===== src/rtl/ser_10b_pkg.sv =====
// Shared constants and helpers for the 10-bit transmit serializer.
package ser_10b_pkg;

  localparam int WORD_W = 10;
  localparam int CNT_W  = 4;

  localparam logic [WORD_W-1:0] K28_5_NEG = 10'b0011111010;
  localparam logic [WORD_W-1:0] K28_5_POS = 10'b1100000101;

  localparam logic [CNT_W-1:0] CNT_FIRST = 4'd0;
  localparam logic [CNT_W-1:0] CNT_LAST  = 4'd9;

  function automatic logic [CNT_W-1:0] popcount10(input logic [WORD_W-1:0] w);
    logic [CNT_W-1:0] n;
    n = '0;
    for (int i = 0; i < WORD_W; i++) begin
      n = n + {{(CNT_W-1){1'b0}}, w[i]};
    end
    return n;
  endfunction

endpackage


===== src/rtl/ser_rd_track.sv =====
// Running-disparity next-state and violation decode for one loaded 10-bit word.
module ser_rd_track
  import ser_10b_pkg::*;
(
  input  logic              load_i,
  input  logic [WORD_W-1:0] word_i,
  input  logic              rd_i,
  output logic              rd_o,
  output logic              viol_o
);

  logic [CNT_W-1:0] ones;

  always_comb begin
    ones   = popcount10(word_i);
    rd_o   = rd_i;
    viol_o = 1'b0;
    if (load_i) begin
      if (ones == 4'd6) begin
        rd_o   = 1'b1;
        viol_o = rd_i;
      end else if (ones == 4'd4) begin
        rd_o   = 1'b0;
        viol_o = ~rd_i;
      end else if (ones != 4'd5) begin
        // unbalanced word: disparity cannot be trusted, keep the old RD
        viol_o = 1'b1;
      end
    end
  end

endmodule


===== src/rtl/ser_10b.sv =====
// 10-bit parallel-to-serial stage with K28.5 idle insertion and running-disparity tracking.
// Define SER_RD_CHECK_EN to add the sticky rd_err disparity-violation output.
module ser_10b
  import ser_10b_pkg::*;
#(
  parameter logic [WORD_W-1:0] IDLE_NEG = K28_5_NEG,
  parameter logic [WORD_W-1:0] IDLE_POS = K28_5_POS
) (
  input  logic              clk,
  input  logic              rst,
  input  logic              in_valid,
  output logic              in_ready,
  input  logic [WORD_W-1:0] in_data,
  output logic              tx_bit,
  output logic              tx_sow,
  output logic              tx_idle,
  output logic              underrun,
  output logic              tx_rd
`ifdef SER_RD_CHECK_EN
  ,
  output logic              rd_err
`endif
);

  logic [WORD_W-1:0] shreg_q, shreg_d;
  logic [CNT_W-1:0]  cnt_q, cnt_d;
  logic              rd_q, rd_d;
  logic              idle_q, idle_d;
  logic              last_data_q, last_data_d;
  logic              underrun_q, underrun_d;
  logic              load;
  logic [WORD_W-1:0] load_word;
  logic              rd_viol;

  assign load = (cnt_q == CNT_LAST);

  // An idle word is picked to balance the current line disparity.
  assign load_word = in_valid ? in_data : (rd_q ? IDLE_POS : IDLE_NEG);

  ser_rd_track u_rd_track (
    .load_i (load),
    .word_i (load_word),
    .rd_i   (rd_q),
    .rd_o   (rd_d),
    .viol_o (rd_viol)
  );

  always_comb begin
    shreg_d     = {shreg_q[WORD_W-2:0], 1'b0};
    cnt_d       = cnt_q + 4'd1;
    idle_d      = idle_q;
    last_data_d = last_data_q;
    underrun_d  = 1'b0;
    if (load) begin
      shreg_d     = load_word;
      cnt_d       = CNT_FIRST;
      idle_d      = ~in_valid;
      last_data_d = in_valid;
      underrun_d  = ~in_valid & last_data_q;
    end
  end

  always_ff @(posedge clk or posedge rst) begin
    if (rst) begin
      shreg_q     <= '0;
      cnt_q       <= CNT_LAST;
      rd_q        <= 1'b0;
      idle_q      <= 1'b0;
      last_data_q <= 1'b0;
      underrun_q  <= 1'b0;
    end else begin
      shreg_q     <= shreg_d;
      cnt_q       <= cnt_d;
      rd_q        <= rd_d;
      idle_q      <= idle_d;
      last_data_q <= last_data_d;
      underrun_q  <= underrun_d;
    end
  end

`ifdef SER_RD_CHECK_EN
  logic rd_err_q;

  always_ff @(posedge clk or posedge rst) begin
    if (rst) begin
      rd_err_q <= 1'b0;
    end else begin
      rd_err_q <= rd_err_q | (rd_viol & in_valid);
    end
  end

  assign rd_err = rd_err_q;
`else
  logic rd_viol_unused;
  assign rd_viol_unused = rd_viol;
`endif

  assign in_ready = load;
  assign tx_bit   = shreg_q[WORD_W-1];
  assign tx_sow   = (cnt_q == CNT_FIRST) & ~rst;
  assign tx_idle  = idle_q;
  assign underrun = underrun_q;
  assign tx_rd    = rd_q;

endmodule

===== config.mk =====
export PLATFORM = sky130hd
export DESIGN_NAME = ser_10b
export DESIGN_NICKNAME = d
export VERILOG_FILES = /design/src/rtl/ser_10b_pkg.sv /design/src/rtl/ser_rd_track.sv /design/src/rtl/ser_10b.sv
export SDC_FILE = /design/constraint.sdc
export NUM_CORES = 1
export LEC_CHECK = 0
export CAP_MARGIN = 20
export CORE_ASPECT_RATIO = 0.7
export CORE_MARGIN = 2
export CORE_UTILIZATION = 45
export CTS_CLUSTER_SIZE = 14
export DETAILED_ROUTE_END_ITERATION = 8
export PLACE_DENSITY = 0.7
export SLEW_MARGIN = 15
export SYNTH_ARGS = -nofsm -noshare
export SYNTH_HDL_FRONTEND = slang
export SYNTH_SLANG_ARGS = --single-unit

===== constraint.sdc =====
create_clock -name clk -period 12.1 [get_ports clk]
set_input_delay 3.025 -clock clk [delete_from_list [all_inputs] [get_ports clk]]
set_output_delay 3.025 -clock clk [all_outputs]
set_load 0.005 [all_outputs]

# Yosys cells after proc, flatten, opt, wreduce, memory -nomap -nowiden

Cells that the tools add are included.

Add/subtract/negate cells: 10
Equality and inequality tests: 3
Multiplexer cells: 7
Bitwise operators: 4
Reduce and logical (&&, ||, !) cells: 3

Operators by type and width:

| kind                                                | number |
|---|---|
| adder 4 x 1 -> 4 bit                                | 8 |
| 2-to-1 mux 10 bit                                   | 3 |
| equality test 4 x 3 -> 1 bit, second input constant | 2 |
| adder 4 x 1 -> 4 bit, second input constant         | 1 |
| equality test 4 bit, second input constant          | 1 |
| logical NOT 4 bit                                   | 1 |
| 2-to-1 mux 4 bit                                    | 1 |
| 2-to-1 mux 1 bit                                    | 3 |
| adder 1 x 1 -> 2 bit                                | 1 |
| AND 1 bit                                           | 2 |
| inverter 1 bit                                      | 2 |
| AND reduction 2 bit                                 | 1 |
| nonzero test 2 bit                                  | 1 |

Bits in registers: 18
Bits of input ports: 13
Output and inout port bits: 6
Word-level logic and storage cells: 33

# Longest topological paths before layout

Gate-level depths: netlist of the first run.

Depth in word-level cells: 14
Depth in mapped cells: 15
Mapped depth without buffers: 15

# Cells and area by module

Synthesis of the first run repeated with hierarchy kept, for this count alone.

Cell total of the unflattened synthesis: 99
Area total of the unflattened synthesis: 1078.5 um^2

By module, submodules not included:

| module       | times used | cells each | area an instance (um^2) |
|---|---|---|---|
| ser_10b      | 1          | 68         | 794.5 |
| ser_rd_track | 1          | 31         | 284.0 |

# Worst setup path before layout of the first run

No wires, ideal clock.

Path kind: input -> register
Start point: in in_valid
End point: reg rd_q (netlist: tx_rd)
Library setup time: 0.125 ns
Arrival: 6.605 ns
Required time: 11.975 ns
Setup slack: 5.370 ns
Stages: 15
Buffers on the path: 1
Cells stage by stage: clkbuf_1 -> a21o_1 -> ha_1 -> inv_1 -> fa_1 -> inv_1 -> fa_1 -> inv_1 -> fa_1 -> inv_1 -> fa_1 -> fa_1 -> nand2b_1 -> o2111ai_1 -> mux2_2

Word-level cells in the longest chain between the ends: 13

RTL lines:

| what                                                   | line                                   | source |
|---|---|---|
| start: declaration                                     | ser_10b.sv:11                          | `input logic in_valid,` |
| 2-to-1 mux 10 bit (*)                                  | ser_10b.sv:38                          | `assign load_word = in_valid ? in_data : (rd_q ? IDLE_POS : IDLE_NEG);` |
| adder 1 x 1 -> 2 bit                                   | ser_10b_pkg.sv:17                      | `n = n + {{(CNT_W-1){1'b0}}, w[i]};` |
| adder 4 x 1 -> 4 bit (7 in a row)                      | ser_10b_pkg.sv:17                      |  |
| adder 4 x 1 -> 4 bit (*)                               | ser_10b_pkg.sv:17                      |  |
| equality test 4 x 3 -> 1 bit, on equally long branches | ser_rd_track.sv:22, ser_rd_track.sv:19 |  |
| nonzero test 2 bit (no source line)                    | --                                     |  |
| AND reduction 2 bit (no source line)                   | --                                     |  |
| end signal: assignment                                 | ser_10b.sv:74                          | `rd_q <= rd_d;` |
| end: declaration                                       | ser_10b.sv:27                          | `logic rd_q, rd_d;` |

Mark *: on every way between the ends. The rest lies on a longest branch, timed or not.
A chain may end at the register's enable or synchronous reset.

# Final worst setup path of the first run

Start point: in rst
End point: out tx_sow

Word-level cells in the longest chain between the ends: 2

RTL lines:

| what               | line           | source |
|---|---|---|
| start: declaration | ser_10b.sv:10  | `input logic rst,` |
| inverter 1 bit     | ser_10b.sv:100 | `assign tx_sow = (cnt_q == CNT_FIRST) & ~rst;` |
| AND 1 bit          | ser_10b.sv:100 |  |
| end: declaration   | ser_10b.sv:15  | `output logic tx_sow,` |

Every way passes these cells.

==> insert_results.sql, run 1 <==
INSERT INTO impl_metrics (metric_group, metric, value, unit) VALUES
('critical_path', 'endpoint_kind', 'output pin', ''),
('timing', 'final.period_utilization', '61.8', '%'),
('critical_path', 'r2r_cells', '15', ''),
('clocking', 'post-cts-setup-buffers', '0', ''),
('clocking', 'cts_tree', 'built', ''),
('timing', 'final-setup-viol-count', '0', ''),
('floorplan', 'floorplan.die.width', '61.1', 'microns'),
('route', 'drc', '0', ''),
('min_path', 'hold-path-cell-count', '1', ''),
('power', 'finalPower', '0.225', 'mW'),
('power', 'power.leakage', '0.636', 'nW'),
('floorplan', 'floorplan.die_area', '0.00268', 'sq mm'),
('cells_and_area', 'fillcell_total', '191', ''),
('outcome', 'outcome', 'finished, final reports clean', ''),
('grt', 'antenna_found_initial', '0', ''),
('critical_path', 'r2r_start', 'tx_rd', ''),
('cells_and_area', 'finish.net_count', '135', ''),
('critical_path', 'cpMostUsedCell', 'sky130_fd_sc_hd__clkdlybuf4s50_1', ''),
('route', 'totalWireLength', '1.77', 'mm'),
('logic_synthesis', 'synth_area_leader_cell', 'sky130_fd_sc_hd__dfrtp_1', ''),
('logic_synthesis', 'netlist_instances', '91', ''),
('floorplan', 'start_util', '47.6', '%'),
('grt', 'grt_first_pass_wirelength', '3.14', 'mm'),
('cells_and_area', 'multiInputGateArea', '504', 'sq um'),
('timing', 'finalMaxSlewViolations', '0', ''),
('power', 'power.ir.vdd_worst', '204', 'uV'),
('power', 'combinationalPowerShare', '58.2', '%'),
('timing', 'tightest_slew', '0.657', 'ns'),
('route', 'dr.pass1.iters', '4', ''),
('route', 'viasPerCell', '4.86', ''),
('clocking', 'cts.path.max_buffers', '2', ''),
('logic_synthesis', 'synth_area', '0.00103', 'sq mm'),
('logic_synthesis', 'syn_avg_cell_area', '11.3', 'sq um'),
('placed_design', 'io_buffer_count', '18', ''),
('cells_and_area', 'final_std_cell_area_no_fill', '0.00125', 'sq mm'),
('critical_path', 'critPathArrivalTime', '4.45', 'ns'),
('critical_path', 'timing.reg2reg.setup_slack', '7.82', 'ns'),
('route', 'antenna_left', '0', ''),
('floorplan', 'cell_rows', '14', ''),
('clocking', 'holdBufCountCts', '0', ''),
('min_path', 'worstHoldStart', 'shreg_q[5]', ''),
('power', 'p_per_area', '180', 'mW/mm^2'),
('floorplan', 'die_h', '44.0', 'microns'),
('logic_synthesis', 'synth_sequential_area_ratio', '44.1', '%'),
('timing', 'timing.fmax', '134', 'MHz'),
('grt', 'grt_remaining_overflow', '0', ''),
('route', 'routed-via-count', '685', ''),
('clocking', 'clock-root-buffer', 'sky130_fd_sc_hd__clkbuf_4', ''),
('route', 'routed_wire_length_per_instance', '12.6', 'microns'),
('floorplan', 'placeableCoreArea', '0.00215', 'sq mm'),
('timing', 'finalCriticalPeriod', '7.48', 'ns'),
('critical_path', 'cpMaxStageDelayCell', 'sky130_fd_sc_hd__clkdlybuf4s50_1', ''),
('critical_path', 'cp_max_fo', '2', ''),
('clocking', 'insertion_delay', '0.28', 'ns'),
('cells_and_area', 'final-seq-area', '453', 'sq um'),
('placed_design', 'post_dp_cell_area', '0.00123', 'sq mm'),
('cells_and_area', 'layout-drive-gt1-share', '11.9', '%'),
('power', 'p_int', '0.141', 'mW'),
('critical_path', 'cp_slowest_stage_delay', '0.51', 'ns'),
('grt', 'grt_max_degree', '20', ''),
('placed_design', 'globalplace.congestion', '0.795', ''),
('logic_synthesis', 'synthDistinctLibCells', '26', ''),
('floorplan', 'io_pins', '19', ''),
('timing', 'timing.slew.headroom', '56.1', '%'),
('cells_and_area', 'most_used_cells_in_the_layout_excluding_fill_and_tap_cells', 'sky130_fd_sc_hd__clkdlybuf4s50_1 (18), sky130_fd_sc_hd__dfrtp_1 (16), sky130_fd_sc_hd__inv_1 (13), sky130_fd_sc_hd__a21oi_1 (8)', ''),
('logic_synthesis', 'yosys_warnings', '0', ''),
('clocking', 'clock-sinks', '18', ''),
('logic_synthesis', 'number_of_flip_flops_and_latches_in_the_synthesized_netlist', '18', ''),
('power', 'power.share.sequential', '29.4', '%'),
('clocking', 'cts_made_buffers', '3', ''),
('route', 'drt_iter0_drc', '19', '');
[layout make-up]
cell class / count / area share, %
Sequential cell: 18 / 36.3
Tap cell: 32 / 3.21
Multi-Input combinational cell: 57 / 40.4
Inverter: 13 / 3.91
Clock buffer: 3 / 1.80
Timing Repair Buffer: 18 / 14.4
[stage by stage]
| step | setup WS [ns] | hold WS, ns | utilization [%] | instances |
|---|---|---|---|---|
| final | 4.62 | 0.484 | 58.0 | 141 |
| after global routing | 4.45 | 0.499 | 58.0 | 141 |
| after CTS | 4.62 | 0.491 | 58.0 | 141 |
| after detailed placement | 4.40 | 0.464 | 56.9 | 138 |
| after global placement | 4.52 | 0.459 | 56.9 | 138 |
| after floorplan | 5.37 | 0.450 | - | 91 |
[state kept, by name, summed over array words and instances, names as in the netlist]
signal       flops
shreg_q         10
cnt_q            4
last_data_q      1
tx_idle          1
tx_rd            1
underrun         1
[worst max-delay path: cells and delay by family]
kind | cells | cell delay, ns
buf+inv | 2 | 0.92
simple gates | 2 | 0.51
[cells by family after synthesis]
kind of cell,Yosys count,share of synthesized area (%)
multiplexers,9,9.63
adder cells (fa/ha/maj),11,17.8
AO/OA/AOI/OAI,18,11.2
buffers and inverters,16,6.71
XOR/XNOR,1,0.854
flip-flops,18,44.1
AND/OR/NAND/NOR,18,9.64
[power by group through the flow]
stage          clock (mW)  sequential, mW  combinational (mW)
5_1_grt            0.0328          0.0669               0.155
6_report           0.0279          0.0661               0.131
2_1_floorplan           0          0.0672              0.0981
3_5_place_dp            0          0.0673               0.131
3_3_place_gp            0          0.0675               0.125
4_1_cts            0.0292          0.0662               0.132
[per-layer routing]
layer	global-route usage (%)	routed length (microns)	vias to the layer above
li1	-	-	336
met1	21.8	859	336
met2	25.7	828	11
met3	5.67	75	2
met4	2.61	7	0
met5	0	0	-
[Yosys cell counts]
| cell | count |
|---|---|
| sky130_fd_sc_hd__dfrtp_1 | 16 |
| sky130_fd_sc_hd__inv_1 | 13 |
| sky130_fd_sc_hd__a21oi_1 | 8 |
| sky130_fd_sc_hd__mux2_2 | 7 |
| sky130_fd_sc_hd__nor2_1 | 7 |
| sky130_fd_sc_hd__a21o_1 | 6 |
| sky130_fd_sc_hd__fa_1 | 6 |
| sky130_fd_sc_hd__ha_1 | 5 |
| sky130_fd_sc_hd__nand2_1 | 3 |
| sky130_fd_sc_hd__dfstp_2 | 2 |
| sky130_fd_sc_hd__mux2i_1 | 2 |
| sky130_fd_sc_hd__nand2b_1 | 2 |
| sky130_fd_sc_hd__a211oi_1 | 1 |
| sky130_fd_sc_hd__a22o_1 | 1 |
| sky130_fd_sc_hd__and2_1 | 1 |
| sky130_fd_sc_hd__and3b_1 | 1 |
| sky130_fd_sc_hd__and4bb_2 | 1 |
| sky130_fd_sc_hd__buf_2 | 1 |
| sky130_fd_sc_hd__buf_6 | 1 |
| sky130_fd_sc_hd__clkbuf_1 | 1 |
| sky130_fd_sc_hd__nand3b_1 | 1 |
| sky130_fd_sc_hd__nor2b_1 | 1 |
| sky130_fd_sc_hd__o2111ai_1 | 1 |
| sky130_fd_sc_hd__o21ai_0 | 1 |
| sky130_fd_sc_hd__or4_1 | 1 |
| sky130_fd_sc_hd__xnor2_1 | 1 |
[worst max path at each step]
stage / slack [ns] / start / depth (start not counted) / end
after floorplan: 5.37 / in_valid / 15 / tx_rd
after global placement: 4.52 / in_valid / 16 / tx_rd
after detailed placement: 4.40 / in_valid / 16 / tx_rd
after CTS: 4.62 / rst / 4 / tx_sow
after global routing: 4.45 / in_valid / 16 / tx_rd
final: 4.62 / rst / 4 / tx_sow
(Power assumes the default switching activity.)
==> inputs of run 2 (changes only) <==
==> constraint.sdc (replaced) <==
create_clock -name clk -period 6.9 [get_ports clk]
set_input_delay 1.725 -clock clk [delete_from_list [all_inputs] [get_ports clk]]
set_output_delay 1.725 -clock clk [all_outputs]
set_load 0.005 [all_outputs]
==> run 2 against run 1 <==
- clock-buffer cell count up 1
- critical path type is now in2reg
- die area unchanged
- wire length up 1.5%
==> insert_results.sql, run 2 (synthesized netlist as in run 1, its figures left out) <==
INSERT INTO impl_metrics (metric_group, metric, value, unit) VALUES
('timing', 'timing.slew.headroom', '55.5', '%'),
('power', 'power_frac_clock', '15.8', '%'),
('critical_path', 'startpoint_type', 'input pin', ''),
('power', 'power.share.sequential', '28.2', '%'),
('power', 'p_per_area', '321', 'mW/mm^2'),
('route', 'dr.pass1.iters', '4', ''),
('clocking', 'cts_made_buffers', '3', ''),
('cells_and_area', 'largest_registers', 'shreg_q (10), cnt_q (4)', ''),
('critical_path', 'worst-endpoint-required', '7.09', 'ns'),
('placed_design', 'globalplace.congestion', '0.827', ''),
('critical_path', 'timing.setup.critical_path_class', 'in2reg', ''),
('floorplan', 'floorplan.die_area', '0.00268', 'sq mm'),
('grt', 'grt_first_pass_wirelength', '3.24', 'mm'),
('flow_run', 'drv.max_cap_violation_count', '0', ''),
('min_path', 'hold-path-cell-count', '1', ''),
('power', 'finalPower', '0.410', 'mW'),
('critical_path', 'timing.reg2reg.setup_slack', '2.60', 'ns'),
('clocking', 'htree_levels', '1', ''),
('route', 'drt_iter0_drc', '16', ''),
('timing', 'setup_tns', '0', 'ns'),
('cells_and_area', 'multiInputGateArea', '504', 'sq um'),
('power', 'power.ir.vdd_worst', '195', 'uV'),
('route', 'viasPerCell', '4.86', ''),
('cells_and_area', 'syn2layout_area_growth', '24.5', '%'),
('route', 'routed_wire_length_per_instance', '12.5', 'microns'),
('cells_and_area', 'antennaDiodeCount', '0', ''),
('power', 'net-switching-power', '0.150', 'mW'),
('route', 'totalWireLength', '1.80', 'mm'),
('clocking', 'holdBufCountCts', '0', ''),
('floorplan', 'floorplan.die.width', '61.1', 'microns'),
('clocking', 'clock-root-buffer', 'sky130_fd_sc_hd__clkbuf_4', ''),
('placed_design', 'hpwlAfterDp', '1.42', 'mm'),
('route', 'antenna_left', '0', ''),
('power', 'combinationalPowerShare', '56.0', '%'),
('floorplan', 'io_pins', '19', ''),
('min_path', 'worstHoldStart', 'shreg_q[4]', ''),
('cells_and_area', 'finish.net_count', '137', ''),
('clocking', 'clock-sinks', '18', ''),
('clocking', 'insertion_delay', '0.30', 'ns'),
('clocking', 'post-cts-setup-buffers', '0', ''),
('power', 'power.leakage', '0.653', 'nW'),
('timing', 'final-setup-viol-count', '0', ''),
('clocking', 'cts.repair.resized', '0', ''),
('timing', 'final.period_utilization', '86.1', '%'),
('critical_path', 'cp_max_fo', '10', ''),
('route', 'routed-via-count', '700', ''),
('grt', 'antenna_found_initial', '0', ''),
('grt', 'track_usage', '16.8', '%'),
('outcome', 'outcome', 'finished, final reports clean', ''),
('critical_path', 'critPathArrivalTime', '6.14', 'ns'),
('grt', 'grt_remaining_overflow', '0', ''),
('timing', 'tightest_slew', '0.667', 'ns'),
('critical_path', 'r2r_start', 'tx_rd', ''),
('critical_path', 'endpoint_kind', 'register', ''),
('timing', 'clock-skew-final', '0.00806', 'ns'),
('placed_design', 'detailedPlace.worstSlack', '0.655', 'ns'),
('cells_and_area', 'most_used_cells_in_the_layout_excluding_fill_and_tap_cells', 'sky130_fd_sc_hd__clkdlybuf4s50_1 (18), sky130_fd_sc_hd__dfrtp_1 (16), sky130_fd_sc_hd__inv_1 (13), sky130_fd_sc_hd__a21oi_1 (8)', ''),
('clocking', 'cts.path.max_buffers', '2', ''),
('floorplan', 'start_util', '47.6', '%'),
('floorplan', 'cell_rows', '14', ''),
('timing', 'finalCriticalPeriod', '5.94', 'ns'),
('clocking', 'cts_tree', 'built', ''),
('critical_path', 'r2r_cells', '15', ''),
('cells_and_area', 'final_core_occ', '59.3', '%'),
('critical_path', 'crit-reg2reg-capture', 'tx_rd', ''),
('timing', 'final.setup.worst_slack', '0.957', 'ns'),
('timing', 'timing.fmax', '168', 'MHz'),
('cells_and_area', 'layout-drive-gt1-share', '14.3', '%'),
('cells_and_area', 'register_containing_the_most_flip_flops_in_the_final_layout', 'shreg_q', ''),
('min_path', 'worst_hold_path.endpoint', 'shreg_q[5]', ''),
('cells_and_area', 'largest_register_ffs', '10', ''),
('placed_design', 'io_buffer_count', '18', ''),
('timing', 'rsz0062_at_grt', 'no', ''),
('grt', 'grt_max_degree', '20', ''),
('placed_design', 'post_dp_cell_area', '0.00124', 'sq mm'),
('grt', 'grt_pass1_vias', '752', ''),
('cells_and_area', 'fillcell_total', '187', ''),
('clocking', 'path_clk_slew', '0.11', 'ns'),
('min_path', 'min_path_type', 'reg2reg', ''),
('cells_and_area', 'final_std_cell_area_no_fill', '0.00128', 'sq mm'),
('cells_and_area', 'layout_commonest_cell', 'sky130_fd_sc_hd__clkdlybuf4s50_1', ''),
('power', 'p_int', '0.259', 'mW'),
('cells_and_area', 'final-seq-area', '453', 'sq um'),
('timing', 'final_hold_viol_count', '0', ''),
('floorplan', 'placeableCoreArea', '0.00215', 'sq mm'),
('route', 'drc', '0', ''),
('timing', 'finalMaxSlewViolations', '0', ''),
('power', 'netSwitchingFraction', '36.7', '%'),
('floorplan', 'die_h', '44.0', 'microns');
[run 2: power groups by stage]
| stage | registers, mW | clock network [mW] | logic [mW] |
|---|---|---|---|
| floorplan | 0.118 | 0 | 0.172 |
| global placement | 0.118 | 0 | 0.218 |
| detailed placement | 0.118 | 0 | 0.231 |
| CTS | 0.116 | 0.0665 | 0.233 |
| global route | 0.116 | 0.0699 | 0.275 |
| finish | 0.116 | 0.0648 | 0.229 |
[run 2: how the worst max path moves through the flow]
stage	start	cells after the start	endpoint	slack, ns
detailed placement	in_valid	16	tx_rd	0.66
finish	in_valid	16	tx_rd	0.96
global route	in_valid	16	tx_rd	0.69
CTS	in_valid	16	tx_rd	0.96
global placement	in_valid	16	tx_rd	0.74
floorplan	in_valid	15	tx_rd	1.47
[run 2: per-layer routing]
metal  up-vias  wire length (microns)  track usage, %
met5         -                      0               0
met4         0                      0            3.04
met3         0                     97            6.87
met2        16                    808            26.0
met1       341                    893            22.4
li1        343                      -               -
[run 2: per-stage QoR]
stage | cells | hold slack (ns)
floorplan | 91 | 0.450
global placement | 140 | 0.459
detailed placement | 140 | 0.465
CTS | 144 | 0.487
global route | 144 | 0.515
finish | 144 | 0.480
[run 2: layout make-up]
| cell class | instances | area share (%) |
|---|---|---|
| Tap cell | 32 | 3.13 |
| Sequential cell | 18 | 35.5 |
| Inverter | 13 | 3.82 |
| Clock buffer | 4 | 2.84 |
| Timing Repair Buffer | 20 | 15.3 |
| Multi-Input combinational cell | 57 | 39.5 |
[run 2: worst max-delay path: stages]
cell	delay (ns)
sky130_fd_sc_hd__clkdlybuf4s50_1	0.65
sky130_fd_sc_hd__nor2b_1	0.16
sky130_fd_sc_hd__a21o_1	0.19
sky130_fd_sc_hd__ha_1	0.27
sky130_fd_sc_hd__inv_1	0.04
sky130_fd_sc_hd__fa_1	0.48
sky130_fd_sc_hd__inv_1	0.05
sky130_fd_sc_hd__fa_1	0.49
sky130_fd_sc_hd__inv_1	0.05
sky130_fd_sc_hd__fa_1	0.47
sky130_fd_sc_hd__inv_1	0.05
sky130_fd_sc_hd__fa_1	0.41
sky130_fd_sc_hd__fa_1	0.42
sky130_fd_sc_hd__a211oi_1	0.22
sky130_fd_sc_hd__o2111ai_1	0.14
sky130_fd_sc_hd__mux2_2	0.31
==> variant 1, RTL diff (config.mk and constraints of run 2) <==
Build with the macro `SER_RD_CHECK_EN` defined.
--- a/src/rtl/ser_10b.sv
+++ b/src/rtl/ser_10b.sv
@@ -1,5 +1,7 @@
 // 10-bit parallel-to-serial stage with K28.5 idle insertion and running-disparity tracking.
 // Define SER_RD_CHECK_EN to add the sticky rd_err disparity-violation output.
+`define SER_RD_CHECK_EN
+
 module ser_10b
   import ser_10b_pkg::*;
 #(
Check against the original RTL (old outputs only; new: rd_err): equivalent (Yosys induction, for registers that start in step).
==> variant 1 against run 2 <==
  * Clock skew fell by 0.00061 ns
  * Utilization barely moved
  * Setup slack improved by 0.34 ns
  * First-iteration DRC count grew to 3.1 times the old value
  * Total power increased by 14%
  * Sequential share of layout area up 1.1 points
  * Area after synthesis up 4.6%
  * Sequential cell count up 1
  * Combinational power up 25%
  * Die area rose by 4.3%
  * Routed wire length rose by 8.3%
  * Design area is 2.4% higher
  * Via count increased by 11%
  * Synthesized cell count increased by 18%
==> variant 1: results (changes against run 2) <==
setup_path:
  ff2ff_setup_slack_ns: 2.82  # +0.22 ns
  r2r-start: "tx_rd"
  critical_path.max_stage_delay_ns: 0.50  # -0.15 ns
  worstRegToRegCells: 14  # -1
  endpoint: "rd_err"
  cp.arrival_ns: 5.79  # -0.35 ns
synth:
  ys_top_cells_by_count: "nand2_1 (22), dfrtp_1 (17), inv_1 (11)"
  synth_xor_area_share_pct: 1.632  # +0.78 points
  synth_nets: 131  # +14%
  seq_area_frac_synth_pct: 44.52  # +0.38 points
  yosys-top-cells-area: "dfrtp_1 (40%), fa_1 (11%), nand2_1 (7.7%)"
  syn_avg_cell_area_um2: 10.03  # -11%
placement:
  placed_cell_area_um2: 1281  # +3.2%
  dpl.hpwl_mm: 1.539  # +8.6%
  io_buffer_count: 19  # +1
  place_ws_ns: 0.9704  # +0.3149 ns
power_and_ir_drop:
  pg_clk_mw: 0.0561  # -13%
  p_seq_mw: 0.125  # +8%
  p_switching_mw: 0.1881  # +25%
  ir_drop_uv: 275.3  # +41%
  p_total_mw: 0.4670  # +14%
finish:
  drive_gt1_share_pct: 8.594  # -5.7 points
  instances_no_fill: 160  # +11%
worst_hold_path:
  min_from: "shreg_q[0]"
grt:
  grt_pass1_wl_mm: 3.539  # +9.1%
  grt_max_degree: 22  # +10%
  grtUsageMet2_pct: 26.52  # +0.56 points
  grtUsageMet1_pct: 22.15  # -0.28 points
  gr-usage-all-layers_pct: 16.74  # -0.028 points
  met3_usage_pct: 6.234  # -0.63 points
sta:
  min_period_ns: 5.606  # -0.3372 ns
  relSlewSlack_pct: 51.46  # -4.0 points
  skew_ns: 0.007452  # -0.0006083 ns
detailed_routing:
  finalWirelength_mm: 1.947  # +8.3%
  firstDrtPassIters: 3  # -1
  vias_per_cell: 4.850  # -0.23%
  drt_iter0_drc: 50  # +34
run_status:
  status: "complete, no violations"
-- variant 1: worst min path at each step --
| stage | end | slack (ns) | cells past startpoint |
|---|---|---|---|
| after floorplan | shreg_q[1] | 0.42 | 2 |
| after global placement | shreg_q[3] | 0.43 | 2 |
| after detailed placement | shreg_q[1] | 0.43 | 2 |
| after CTS | shreg_q[1] | 0.46 | 2 |
| after global routing | shreg_q[1] | 0.49 | 2 |
| final | shreg_q[1] | 0.46 | 2 |
-- variant 1: layout make-up --
| cell class | instances | area [um^2] |
|---|---|---|
| inverters | 12 | 45.04 |
| multi-input cells | 73 | 520.5 |
| well taps | 32 | 40.04 |
| repair buffers | 20 | 197.7 |
| clock buffers | 3 | 22.52 |
| flip-flops and latches | 19 | 478.0 |
| fillers | 202 | 898.4 |
| clock inverters | 1 | 5.005 |
-- variant 1: per-layer routing --
layer | wire length [um] | vias to the layer above
li1 | - | 393
met1 | 934 | 359
met2 | 864 | 18
met3 | 111 | 6
met4 | 37 | 0
met5 | 0 | -
==> variant 2, RTL diff (flow settings as in run 2) <==
Without the edit above. `shreg_q` no longer has a reset.
--- a/src/rtl/ser_10b.sv
+++ b/src/rtl/ser_10b.sv
@@ -62,20 +62,22 @@
 
   always_ff @(posedge clk or posedge rst) begin
     if (rst) begin
-      shreg_q     <= '0;
       cnt_q       <= CNT_LAST;
       rd_q        <= 1'b0;
       idle_q      <= 1'b0;
       last_data_q <= 1'b0;
       underrun_q  <= 1'b0;
     end else begin
-      shreg_q     <= shreg_d;
       cnt_q       <= cnt_d;
       rd_q        <= rd_d;
       idle_q      <= idle_d;
       last_data_q <= last_data_d;
       underrun_q  <= underrun_d;
     end
+  end
+
+  always_ff @(posedge clk) begin
+    shreg_q <= shreg_d;
   end
 
 `ifdef SER_RD_CHECK_EN
Check against the original RTL: not equivalent (Yosys sat finds a counterexample within 4 cycles, from zero or initial values and one cycle with rst high).
==> variant 2 against run 2 <==
  * Routed wire length rose by 5.3%
  * Total power fell by 2.5%
  * Die area fell by 0.34%
  * Final cell count did not move
  * Sequential cell count did not move
  * Area after synthesis fell by 0.37%
  * Setup slack improved by 0.043 ns
  * Design area fell by 2.4%
  * Global-route usage rose by 0.46 points
==> variant 2: results (changes against run 2) <==
detailed_routing:
  firstDrtPassIters: 4  # unchanged
  vias_per_cell: 4.757  # -2.1%
  drt_iter0_drc: 34  # +18
  finalWirelength_mm: 1.894  # +5.3%
  wl_per_cell_um: 13.15  # +5.3%
placement:
  gp_congestion: 0.7939  # -4.0%
  dpl.hpwl_mm: 1.499  # +5.8%
  io_buffer_count: 18  # unchanged
  placed_cell_area_um2: 1221  # -1.6%
  place_ws_ns: 0.6923  # +0.03688 ns
grt:
  gr-usage-all-layers_pct: 17.23  # +0.46 points
  grt_max_degree: 21  # +5.0%
  grt_pass1_vias: 687  # -8.6%
  grt_pass1_wl_mm: 3.208  # -1.1%
worst_hold_path:
  min_from: "shreg_q[4]"
sta:
  worst_pin_slew_ns: 0.9258  # +0.2592 ns
  skew_ns: 0.01125  # +0.003190 ns
setup_path:
  worstRegToRegCells: 15  # unchanged
  cp.arrival_ns: 6.09  # -0.05 ns
  critical_path.max_stage_delay_ns: 0.51  # -0.14 ns
  critPathMaxFanout: 9  # -1
  crit_start: "in_valid"
finish:
  n_fill_cell: 198  # +5.9%
  drive_gt1_share_pct: 15.18  # +0.89 points
  finalNetCount: 137  # unchanged
synth:
  seq_area_frac_synth_pct: 39.41  # -4.7 points
  ys_types: 29  # +12%
  yosys-top-cells-area: "dfxtp_1 (20%), dfrtp_1 (15%), fa_1 (12%)"
  syn_avg_cell_area_um2: 11.23  # -0.37%
  async_flop_share_pct: 44.44  # -56 points
  ys_top_cells_by_count: "inv_1 (13), dfxtp_1 (10), nor2_1 (8)"
  synthFlopType: "dfxtp_1"
power_and_ir_drop:
  ir_drop_uv: 241.0  # +23%
  p_switching_mw: 0.1508  # +0.19%
  power.leakage_nw: 0.6217  # -4.8%
run_status:
  status: "complete, no violations"
## variant 2: changes by cell type in the layout (fill, tap and decap cells not counted), moves of 2 or more
| cell | change |
|---|---|
| dfrtp_1 | -10 |
| dfxtp_1 | +10 |
| mux2_2 | -6 |
| mux2_4 | +6 |
| a21oi_2 | +3 |
| mux2i_1 | -2 |
| nand2_1 | -2 |
## variant 2: power by group through the flow
stage,Clock (mW),Combinational (mW),Sequential [mW]
after global routing,0.0616,0.279,0.117
after global placement,0,0.220,0.118
after detailed placement,0,0.229,0.118
after floorplan,0,0.172,0.117
final,0.0540,0.230,0.116
after CTS,0.0560,0.233,0.116
## variant 2: final timing paths
check	end	slack (ns)
worst min-delay path	shreg_q[5]	0.47
worst max register to register	tx_rd	2.53
worst min register to register	shreg_q[5]	0.47
max in group asynchronous	cnt_q[3]	4.92
min in group asynchronous	last_data_q	1.69
worst max-delay path	tx_rd	1.00
## variant 2: routing by layer
layer	track usage, %	wire, um
met5	0	0
met4	5.217	22
met3	7.761	104
met2	23.66	811
met1	24.39	956
## variant 2: logic make-up after synthesis
| family | share of synthesized area [%] |
|---|---|
| compound gates | 13.83 |
| xor+xnor | 0.8569 |
| fa+ha+maj | 17.87 |
| buf+inv | 8.323 |
| flops | 39.41 |
| mux | 11.02 |
| simple gates | 8.692 |
## variant 2: final cells by class
class	instances	area (um^2)	share of cell area, %
flip-flops and latches	18	402.9	32.30
inverters	13	48.80	3.912
well taps	32	40.04	3.210
multi-input cells	57	534.3	42.83
clock buffers	4	26.28	2.106
repair buffers	20	195.2	15.65
